[src/rtl/timetagging_buffer_capture_sequencer.sv]
// Sequences one capture/readout cycle of the timetagging sample buffer per command:
// SW resets, banking, arm/start/stop, depth-report wait, readout launch and beat counting.
module timetagging_buffer_capture_sequencer #(
  parameter int BANKING_MODE_WIDTH = 2,
  parameter int WINDOW_WIDTH       = 32,
  parameter int DEPTH_TIMEOUT      = 4096
) (
  input  logic                                       ps_clk,
  input  logic                                       ps_reset_n,
  input  logic                                       cmd_valid,
  output logic                                       cmd_ready,
  input  logic [BANKING_MODE_WIDTH+WINDOW_WIDTH-1:0] cmd_data,
  input  logic                                       stop_req,
  input  logic                                       abort,
  output logic                                       cap_rst_valid,
  input  logic                                       cap_rst_ready,
  output logic                                       ro_rst_valid,
  input  logic                                       ro_rst_ready,
  output logic                                       bank_valid,
  input  logic                                       bank_ready,
  output logic [BANKING_MODE_WIDTH-1:0]              bank_data,
  output logic                                       ass_valid,
  input  logic                                       ass_ready,
  output logic [2:0]                                 ass_data,
  output logic                                       ro_start_valid,
  input  logic                                       ro_start_ready,
  input  logic                                       sdepth_valid,
  input  logic                                       sdepth_ready,
  input  logic                                       tdepth_valid,
  input  logic                                       tdepth_ready,
  input  logic                                       rd_valid,
  input  logic                                       rd_ready,
  input  logic                                       rd_last,
  output logic                                       busy,
  output logic                                       done,
  output logic [1:0]                                 error,
  output logic [31:0]                                beat_count
);

  localparam int DCW = $clog2(DEPTH_TIMEOUT + 1);
  localparam logic [DCW-1:0]          DEPTH_ONE  = DCW'(1);
  localparam logic [DCW-1:0]          DEPTH_LAST = DCW'(DEPTH_TIMEOUT - 1);
  localparam logic [WINDOW_WIDTH-1:0] WIN_ONE    = WINDOW_WIDTH'(1);
  localparam logic [WINDOW_WIDTH-1:0] WIN_ZERO   = '0;

  typedef enum logic [3:0] {
    IDLE, CAP_RST, RO_RST, BANK, ARM, START, WINDOW, STOP,
    WAIT_DEPTH, RO_START, READOUT, DONE, ABORT_CAP, ABORT_RO
  } state_t;

  state_t                  state, state_next;
  logic [WINDOW_WIDTH-1:0] window_cycles;
  logic [WINDOW_WIDTH-1:0] win_count;
  logic [DCW-1:0]          depth_count;
  logic                    s_seen, t_seen;
  logic                    abort_hit, window_end, timeout_hit, cmd_accept, beat;

  assign cmd_accept  = (state == IDLE) && cmd_valid && cmd_ready;
  assign abort_hit   = abort && !(state inside {IDLE, DONE, ABORT_CAP, ABORT_RO});
  assign window_end  = stop_req || ((window_cycles != WIN_ZERO) && (win_count == window_cycles - WIN_ONE));
  assign timeout_hit = (state == WAIT_DEPTH) && !(s_seen && t_seen) && (depth_count == DEPTH_LAST);
  assign beat        = rd_valid && rd_ready;

  always_comb begin
    state_next = state;
    case (state)
      IDLE:       if (cmd_accept)                       state_next = CAP_RST;
      CAP_RST:    if (cap_rst_valid && cap_rst_ready)   state_next = RO_RST;
      RO_RST:     if (ro_rst_valid && ro_rst_ready)     state_next = BANK;
      BANK:       if (bank_valid && bank_ready)         state_next = ARM;
      ARM:        if (ass_valid && ass_ready)           state_next = START;
      START:      if (ass_valid && ass_ready)           state_next = WINDOW;
      WINDOW:     if (window_end)                       state_next = STOP;
      STOP:       if (ass_valid && ass_ready)           state_next = WAIT_DEPTH;
      WAIT_DEPTH: if (s_seen && t_seen)                 state_next = RO_START;
                  else if (timeout_hit)                 state_next = ABORT_CAP;
      RO_START:   if (ro_start_valid && ro_start_ready) state_next = READOUT;
      READOUT:    if (beat && rd_last)                  state_next = DONE;
      DONE:                                             state_next = IDLE;
      ABORT_CAP:  if (cap_rst_valid && cap_rst_ready)   state_next = ABORT_RO;
      ABORT_RO:   if (ro_rst_valid && ro_rst_ready)     state_next = DONE;
      default:                                          state_next = IDLE;
    endcase
    if (abort_hit) state_next = ABORT_CAP;
  end

  // Outputs are decoded from the next state so each write's valid rises on state entry.
  always_ff @(posedge ps_clk or negedge ps_reset_n) begin
    if (!ps_reset_n) begin
      state          <= IDLE;
      cmd_ready      <= 1'b0;
      busy           <= 1'b0;
      done           <= 1'b0;
      cap_rst_valid  <= 1'b0;
      ro_rst_valid   <= 1'b0;
      bank_valid     <= 1'b0;
      ass_valid      <= 1'b0;
      ro_start_valid <= 1'b0;
      ass_data       <= 3'b000;
      bank_data      <= '0;
      window_cycles  <= '0;
      error          <= 2'd0;
      beat_count     <= 32'd0;
      s_seen         <= 1'b0;
      t_seen         <= 1'b0;
      win_count      <= '0;
      depth_count    <= '0;
    end else begin
      state          <= state_next;
      cmd_ready      <= (state_next == IDLE);
      busy           <= (state_next != IDLE);
      done           <= (state_next == DONE);
      cap_rst_valid  <= (state_next inside {CAP_RST, ABORT_CAP});
      ro_rst_valid   <= (state_next inside {RO_RST, ABORT_RO});
      bank_valid     <= (state_next == BANK);
      ass_valid      <= (state_next inside {ARM, START, STOP});
      ro_start_valid <= (state_next == RO_START);

      case (state_next)
        ARM:     ass_data <= 3'b100;
        START:   ass_data <= 3'b010;
        STOP:    ass_data <= 3'b001;
        default: ass_data <= ass_data;
      endcase

      win_count   <= (state == WINDOW) ? win_count + WIN_ONE : WIN_ZERO;
      depth_count <= (state == WAIT_DEPTH) ? depth_count + DEPTH_ONE : '0;

      if (cmd_accept) begin
        bank_data     <= cmd_data[BANKING_MODE_WIDTH+WINDOW_WIDTH-1 -: BANKING_MODE_WIDTH];
        window_cycles <= cmd_data[WINDOW_WIDTH-1:0];
        error         <= 2'd0;
        beat_count    <= 32'd0;
        s_seen        <= 1'b0;
        t_seen        <= 1'b0;
      end else begin
        // Depth reports may arrive any time after capture reset, not only in WAIT_DEPTH.
        if (sdepth_valid && sdepth_ready) s_seen <= 1'b1;
        if (tdepth_valid && tdepth_ready) t_seen <= 1'b1;
        if ((state == READOUT) && beat && (beat_count != 32'hFFFF_FFFF))
          beat_count <= beat_count + 32'd1;
        if (abort_hit)        error <= 2'd2;
        else if (timeout_hit) error <= 2'd1;
      end
    end
  end

endmodule

[config.mk]
export PLATFORM = sky130hd
export DESIGN_NAME = timetagging_buffer_capture_sequencer
export DESIGN_NICKNAME = d
export VERILOG_FILES = /design/src/rtl/timetagging_buffer_capture_sequencer.sv
export SDC_FILE = /design/constraint.sdc
export NUM_CORES = 1
export LEC_CHECK = 0
export BUFFER_PORTS_ARGS = -buffer_cell sky130_fd_sc_hd__clkbuf_2
export CELL_PAD_IN_SITES_DETAIL_PLACEMENT = 1
export CELL_PAD_IN_SITES_GLOBAL_PLACEMENT = 1
export CORE_MARGIN = 2
export CORE_UTILIZATION = 47
export CTS_CLUSTER_SIZE = 24
export DETAILED_ROUTE_END_ITERATION = 12
export PLACE_DENSITY_LB_ADDON = 0.2
export SYNTH_ARGS = -nofsm -noshare
export SYNTH_HDL_FRONTEND = slang
export SYNTH_SLANG_ARGS = --single-unit
[constraint.sdc]
create_clock -name ps_clk -period 4.5 [get_ports ps_clk]
set_input_delay 0.9 -clock ps_clk [delete_from_list [all_inputs] [get_ports ps_clk]]
set_output_delay 0.9 -clock ps_clk [all_outputs]
set_load 0.02 [all_outputs]
==> Yosys cells after proc, flatten, opt, wreduce, memory -nomap -nowiden <==
Cells that the tools add are included.
{ "word_totals": {"word_cells": 109, "inputBits": 51, "output_inout_bits": 47, "register_bits": 130} }
{ "op_classes": {"n_reduce_logical": 33, "addsub": 4, "eq_ne": 26, "n_mux": 28} }
{ "op_table": {"columns": ["op", "count"], "rows": [
  ["32-bit 2-to-1 mux", 3],
  ["32-bit by 1-bit adder with 32-bit output, second input constant", 2],
  ["4-bit 2-to-1 mux", 15],
  ["4-bit one-hot mux with 13 select lines", 1],
  ["4-bit equality test, second input constant", 10],
  ["32-bit equality test", 1],
  ["32-bit != test, second input constant", 1],
  ["32-bit nonzero test", 1],
  ["32-bit by 1-bit subtractor with 32-bit output, second input constant", 1],
  ["4-bit by 3-bit equality test with 1-bit output, second input constant", 7],
  ["1-bit logical AND", 18],
  ["4-bit by 2-bit equality test with 1-bit output, second input constant", 4],
  ["13-bit by 1-bit adder with 13-bit output, second input constant", 1],
  ["13-bit by 12-bit equality test with 1-bit output, second input constant", 1],
  ["13-bit 2-to-1 mux", 1],
  ["2-bit nonzero test", 5],
  ["3-bit one-hot mux with 3 select lines", 1],
  ["4-bit by 1-bit equality test with 1-bit output, second input constant", 2],
  ["4-bit logical NOT", 2],
  ["4-bit nonzero test", 2],
  ["2-bit 2-to-1 mux", 3],
  ["3-bit nonzero test", 2],
  ["1-bit 2-to-1 mux", 4],
  ["1-bit logical NOT", 2],
  ["1-bit logical OR", 1]
]} }

==> Depth between registers and ports, before layout <==
Gate-level depths: netlist of run 1.
{ "logic_depth": {"depth_word": 10, "depth_mapped": 11, "mapped_depth_nobuf": 11} }

==> Worst setup path before layout of run 1 <==
No wires, ideal clock.
{ "synth_path": {"path_type": "register to register", "startpoint": "reg window_cycles[22]", "endpoint": "reg ass_data[0]", "arrival_time_ns": 2.711, "synth_period_minus_slack_ns": 2.830, "n_path_buf": 0, "required_time_ns": 4.381, "path_slack_ns": 1.670, "path_stages_with_launch": 10, "setup_ns": 0.119, "cell_sequence": "dfrtp_1 -> or4_4 -> or4_4 -> or3_1 -> o2111ai_1 -> a211oi_1 -> o211a_1 -> a21oi_2 -> nor2_1 -> o21a_1"} }
{ "synth_via": {"elab_chain_cells": 9, "word_cells_on_any_way": 13, "cone_classes": "add/sub: 1; eq/ne: 4; mux: 4; reduce/logical: 4"} }
{ "synth_rtl": {"columns": ["element", "line_no", "rtl"], "rows": [
  ["from (decl)", "52", "logic [WINDOW_WIDTH-1:0] window_cycles;"],
  ["from (signal assigned)", "131", "window_cycles <= cmd_data[WINDOW_WIDTH-1:0];"],
  ["32-bit by 1-bit subtractor with 32-bit output", "60", "assign window_end = stop_req || ((window_cycles != WIN_ZERO) && (win_count == window_cycles - WIN_ONE));"],
  ["32-bit equality test", "60", null],
  ["1-bit logical AND (*)", "60", null],
  ["1-bit logical OR (*)", "60", null],
  ["4-bit 2-to-1 mux (*)", "73", "WINDOW: if (window_end) state_next = STOP;"],
  ["4-bit one-hot mux with 13 select lines (*)", "66", "case (state)"],
  ["4-bit 2-to-1 mux (*)", "84", "if (abort_hit) state_next = ABORT_CAP;"],
  ["4-bit by 3-bit equality test with 1-bit output", "119", "case (state_next)"],
  ["3-bit one-hot mux with 3 select lines / 3-bit nonzero test (equally long branches)", null, null],
  ["to (signal assigned)", "123", "default: ass_data <= ass_data;"],
  ["to (decl)", "24", "output logic [2:0] ass_data,"]
]} }
Every way passes the cells marked *; elsewhere a longest branch is shown, timed or not.
A chain may end at the register's enable or synchronous reset.

==> Final worst setup path of run 1 <==
{ "layout_path": {"startpoint": "reg window_cycles[0]", "endpoint": "reg ass_data[1]"} }
Same word-level chain as after synthesis.

==> impl_metrics.toml, run 1 <==
[clock_network]
cts_buffers = 17
post-cts-setup-buffers = 0
ctsResizeCount = 0
clk_latency_ps = 430
clockBufferDepth = 2
clockRootBuffer = "clkbuf_16"
clock_sinks = 130
clkTransAtPathRegs_ps = 60
htree_num_levels = 4
cts_hold_buf = 0
cts_tree = "yes"

[placement]
port_buffers = 97
gp_congestion = 0.907
dp_slack_ps = 1230
placed_area_sq_um = 7750
dp_hpwl_mm = 14.6

[worst_hold_path]
hold_class = "reg -> reg"
min-delay-start = "depth_count[0]$_DFF_PN0_"

[synth]
synth_seq_area_share_pct = 45.8
avgSynthCellArea_sq_um = 8.75
netlist_instances = 812
synth-main-ff-cell = "dfrtp_1"
syn_nets = 867
synth_area_sq_um = 7110
yosys_warnings = 0
synth_seq_cells = 130
synthArstFlopShare_pct = 100
synth-edff-count = 0
ys_types = 66

[power]
total_power_w = 0.00349
ir_drop_uv = 305
power_density_nw_per_um2 = 417
p_leak_nw = 3.87

[detailed_routing]
avgViaCountPerCell = 5.73
wl_mm = 21.1
drt_iter0_drc = 293
drc = 0
firstDrtPassIters = 5
detail-route-antenna-nets = 0
wl_per_cell_microns = 19.2
num_vias = 6306

[timing]
drv_slew = 0
max_slew_margin_pct = 31.9
setup_viol = 0
hold_slack_ps = 467
postLayoutSetupSlackWorst_ps = 1040
hold_viol = 0
tightest_slew_ps = 1020
finClkSkew_ps = 10.7
period_share_pct = 77.0
finalSetupTns_ps = 0
min_period_ps = 3460
rsz0062_at_grt = "no"
fmax_mhz = 289

[setup_path]
path_class = "reg -> reg"
path_delay_family = "simple AND/OR/NAND/NOR gates"
required_ps = 4780
cp_cell_sequence = "inv_1 > ha_1 > nor3b_1 > nand4_1 > nor3_1 > xnor2_1 > a211oi_1 > o211a_1 > a21oi_2 > a21oi_2 > o22ai_1"
critical_path.startpoint = "window_cycles[0]$_DFFE_PN0P_"
rr_startpoint = "window_cycles[0]$_DFFE_PN0P_"
max_stage_delay_ps = 730
path_max_fanout = 7
end_kind = "flop"
worstPathArrival_ps = 3750
crit_buf_inv = 1
cp-start-kind = "flop"
cpMostUsedCell = "a21oi_2"
crit_slowest_cell = "nor3b_1"

[global_routing]
busiest_layer = "met2"
grt_use_total_pct = 27.8
grt_max_degree = 80
grt_pass1_vias = 6901
antenna_found_initial = 0
grtUsageMet2_pct = 49.6
use_met1_pct = 35.0
grt.overflow.total = 0
grt_pass1_wl_mm = 35.4
grt_use_met3_pct = 5.40

[finish]
fillCellCount = 1749
syn2layout_area_growth_pct = 18.0
fin_nets = 959
seq_area_sq_um = 3250
drive_above_1_share_pct = 17.0
antennaDiodeCount = 0
design_area_sq_um = 8390
multiInputGateArea_sq_um = 3660

[die]
ioPinCount = 98
num_rows = 44
die_h_microns = 127
core_sq_um = 14600
dieArea_sq_um = 16100
start_util_pct = 48.5
dieWidth_microns = 127

[outcome]
outcome = "finished, final reports clean"

[flow_run]
drv_cap = 0
-- synthesized netlist by cell type, types with 18 or more instances --
master | n | area (sq um)
a21oi_1 | 29 | 145
and3_1 | 18 | 113
clkbuf_1 | 28 | 105
dfrtp_1 | 130 | 3250
inv_1 | 21 | 78.8
nand2_1 | 148 | 556
nand3_1 | 38 | 190
nor2_1 | 100 | 375
nor3_1 | 18 | 90.1
o21ai_0 | 31 | 155
xnor2_1 | 46 | 403
xor2_1 | 55 | 482
-- power by group --
| part | internal [W] | leakage, nW | switching, W |
|---|---|---|---|
| Sequential | 0.00124 | 1.75 | 0.000138 |
| Combinational | 0.000234 | 1.81 | 0.000382 |
| Clock | 0.000960 | 0.308 | 0.000543 |
| Total | 0.00243 | 3.87 | 0.00106 |
-- state kept, by name (all words and copies together), names as in the netlist --
signal	count
s_seen	1
depth_count	13
done	1
t_seen	1
ass_valid	1
cap_rst_valid	1
error	2
ro_rst_valid	1
cmd_ready	1
win_count	32
ass_data	3
ro_start_valid	1
bank_valid	1
window_cycles	32
bank_data	2
state	4
busy	1
beat_count	32
-- path summary, 6_finish.rpt --
check / endpoint / slack, ps / cells after the start
min reg2reg: depth_count[0]$_DFF_PN0_ / 470 / 1
max in group asynchronous: win_count[25]$_DFF_PN0_ / 2860 / 2
min in group asynchronous: window_cycles[9]$_DFFE_PN0P_ / 620 / 1
min: depth_count[0]$_DFF_PN0_ / 470 / 1
max reg2reg: ass_data[1]$_DFFE_PN0P_ / 1040 / 11
max: ass_data[1]$_DFFE_PN0P_ / 1040 / 11
-- stage by stage --
| step | cells | util [%] |
|---|---|---|
| floorplan | 812 | - |
| global placement | 1069 | 52.9 |
| detailed placement | 1069 | 52.9 |
| CTS | 1101 | 57.3 |
| global route | 1101 | 57.3 |
| finish | 1101 | 57.3 |
-- cell families (layout without fill, tap and decap cells) --
group	after synthesis	count (layout)	share of synthesized area [%]
simple gates	416	416	28.3
flops	130	130	45.8
compound gates	109	109	9.73
xor+xnor	101	101	12.4
buf+inv	50	155	2.75
fa+ha+maj	4	4	0.704
mux	2	2	0.299
-- metal layers --
metal,vias up,routed length (microns)
met1,3207,9200
li1,2966,-
met2,115,11000
met3,18,713
met4,0,219
met5,-,0
-- cells in the final DEF (no fill, tap or decap), types with 3 or more instances in the layout --
master	count
nand2_1	148
dfrtp_1	130
nor2_1	100
clkbuf_2	96
xor2_1	55
xnor2_1	46
nand3_1	38
o21ai_0	31
a21oi_1	29
inv_1	21
nor3_1	18
nand4_1	17
or3_1	17
and3_1	17
clkbuf_16	17
nor4_1	8
nand2b_1	7
a31oi_1	7
and4_1	6
buf_4	6
or2_2	5
nand4b_1	4
a211oi_1	4
ha_1	4
bufinv_16	4
clkinv_4	4
nor4_2	3
nor3_2	3
nor3b_1	3
o31ai_1	3
and2_1	3
or4_4	3
or2_1	3
o22ai_1	3
-- area by class of cell --
class                      instances  share of cell area, %
timing repair buffer             102                   6.27
clock inverter                    11                   2.10
multi-input combinational        632                   43.7
inverter                          21                  0.940
tap                              184                   2.75
clock buffer                      21                   5.49
sequential                       130                   38.8
No activity file was read; power rests on OpenSTA's default activity.
==> inputs of run 2 (changes only) <==
Settings changed: ABC_AREA set to 1, CORE_UTILIZATION 47 to 43.
Clock period 4.5 ns to 3.55 ns, I/O delays scaled along.
==> impl_metrics.toml, run 2 <==
[outcome]
outcome = "finished, final reports clean"

[finish]
final_common_cell = "nand2_1"
reg_top3 = "beat_count x32, win_count x32, window_cycles x32"
fin_nets = 1271
fillCellCount = 2412
antennaDiodeCount = 0
layout_common_cells = "290 x nand2_1, 139 x inv_1, 133 x nor2_1"
drive_above_1_share_pct = 16.7
syn2layout_area_growth_pct = 16.3

[timing]
rsz0062_at_grt = "no"
finalSetupTns_ps = 0
max_slew_margin_pct = 55.0
period_share_pct = 79.7
setup_viol = 0
min_period_ps = 2830
drv_slew = 0
fmax_mhz = 354
tightest_slew_ps = 669
postLayoutSetupSlackWorst_ps = 721
finClkSkew_ps = 11.0
hold_viol = 0

[synth]
synth.area.top_cells = "dfrtp_1 40%, nand2_1 13%, inv_1 6.5%, nor2_1 6.2%, o21ai_0 3.6%"
ys_types = 50
synth-main-ff-cell = "dfrtp_1"
avgSynthCellArea_sq_um = 7.25
yosysMostFrequentCell = "nand2_1"
synth_top_area_share_pct = 40.2
synthArstFlopShare_pct = 100
yosys_warnings = 0
synth_seq_area_share_pct = 40.2
synth-edff-count = 0
synth_area_sq_um = 8090
synth_seq_cells = 130
synth.top_cells.by_count = "290 x nand2_1, 140 x inv_1, 133 x nor2_1"
netlist.top_cell.by_area = "dfrtp_1"
netlist_instances = 1115
syn_nets = 1170

[clock_network]
cts_buffers = 17
clk_latency_ps = 430
clockRootBuffer = "clkbuf_16"
clkTransAtPathRegs_ps = 60
ctsResizeCount = 0
clock_sinks = 130
post-cts-setup-buffers = 0
cts_hold_buf = 0
cts_tree = "yes"
clockBufferDepth = 2
htree_num_levels = 4

[global_routing]
busiest_layer = "met2"
use_met1_pct = 36.9
grt_pass1_vias = 8184
grt.overflow.total = 0
grt_pass1_wl_mm = 41.6
grtUsageMet2_pct = 42.2
grt_use_met3_pct = 4.25
antenna_found_initial = 0
grt_use_total_pct = 26.3
grt_max_degree = 71

[detailed_routing]
drc = 0
drt_iter0_drc = 446
wl_mm = 25.3
firstDrtPassIters = 5
detail-route-antenna-nets = 0
wl_per_cell_microns = 17.3
avgViaCountPerCell = 5.34
num_vias = 7818

[setup_path]
path_class = "reg -> reg"
max_stage_delay_ps = 390
critical_path.startpoint = "window_cycles[0]$_DFFE_PN0P_"
crit_slowest_cell = "dfrtp_1"
crit_end = "ass_data[2]$_DFFE_PN0P_"
cp_cell_sequence = "inv_1 > ha_1 > nand2_4 > nor2_2 > nand3_1 > nand2_1 > nand2_1 > nand2_1 > nand2_1 > nor2_2 > nand2_1 > nor2_2 > nand3_1 > nand2_1 > nand2_2 > nand3_1 > nand2_1 > nand2_1 > nand2_1"
cpMostUsedCell = "nand2_1"
rr_worst_depth = 19
rr_startpoint = "window_cycles[0]$_DFFE_PN0P_"
end_kind = "flop"
path_max_fanout = 6
required_ps = 3860
r2r_end = "ass_data[2]$_DFFE_PN0P_"
cp-start-kind = "flop"
r2r_setup_slack_ps = 720
worstPathArrival_ps = 3140

[power]
power_density_nw_per_um2 = 672
p_leak_nw = 4.41
ir_drop_uv = 378
total_power_w = 0.00633

[die]
start_util_pct = 43.5
dieArea_sq_um = 19900
num_rows = 50
ioPinCount = 98
die_h_microns = 141
core_sq_um = 18600
dieWidth_microns = 141

[placement]
port_buffers = 97
dp_slack_ps = 832
gp_congestion = 0.956
dp_hpwl_mm = 19.1

[flow_run]
drv_cap = 0

[worst_hold_path]
hold_class = "in -> async"
## run 2: through the flow
stage                     utilization (%)  cells  hold slack [ps]  cell area [sq um]
final                                50.6   1463              244               9410
after global routing                 50.6   1463              281               9410
after CTS                            50.6   1463              277               9410
after detailed placement             47.5   1431              458               8830
after global placement               47.5   1431              453               8830
after floorplan                         -   1115              414               8090
## run 2: kinds of logic after synthesis
| kind of cell | count (synthesis) | synth area share [%] |
|---|---|---|
| xor gates and xnor gates | 41 | 4.44 |
| AOI/OAI and AO/OA | 147 | 10.2 |
| buffers and inverters | 168 | 8.21 |
| and+or+nand+nor | 625 | 36.3 |
| DFF | 130 | 40.2 |
| adders and majority gates | 4 | 0.619 |
## run 2: area by class of cell
class / instances / area [sq um] / share of cell area, %
inverters: 146 / 553 / 5.88
clock buffers: 18 / 429 / 4.56
multi-input cells: 817 / 4170 / 44.3
repair buffers: 104 / 557 / 5.92
well taps: 234 / 293 / 3.11
clock inverters: 14 / 154 / 1.64
flip-flops and latches: 130 / 3250 / 34.6
## run 2: critical path: cells and delay by family (launching register included)
kind          cells  cell delay [ps]
simple gates     17             1830
buf+inv           1              100
flops             1              390
fa+ha+maj         1              390
## run 2: where the power goes
group / total (W) / switching [W] / internal, W
Combinational: 0.00234 / 0.00160 / 0.000739
Sequential: 0.00223 / 0.000409 / 0.00182
Clock: 0.00176 / 0.000715 / 0.00104
## run 2: how the worst min path moves through the flow
stage | slack [ps] | from | to
2_1_floorplan | 410 | ps_reset_n | ass_data[0]$_DFFE_PN0P_
3_3_place_gp | 450 | depth_count[0]$_DFF_PN0_ | depth_count[0]$_DFF_PN0_
3_5_place_dp | 460 | depth_count[0]$_DFF_PN0_ | depth_count[0]$_DFF_PN0_
4_1_cts | 280 | ps_reset_n | beat_count[21]$_DFFE_PN0P_
5_1_grt | 280 | ps_reset_n | beat_count[21]$_DFFE_PN0P_
6_report | 240 | ps_reset_n | beat_count[21]$_DFFE_PN0P_
## run 2: metal layers
layer	vias up	part of all wire, %
met1	3805	48
li1	3809	-
met5	-	0
met4	0	1.8
met3	32	3.6
met2	172	47
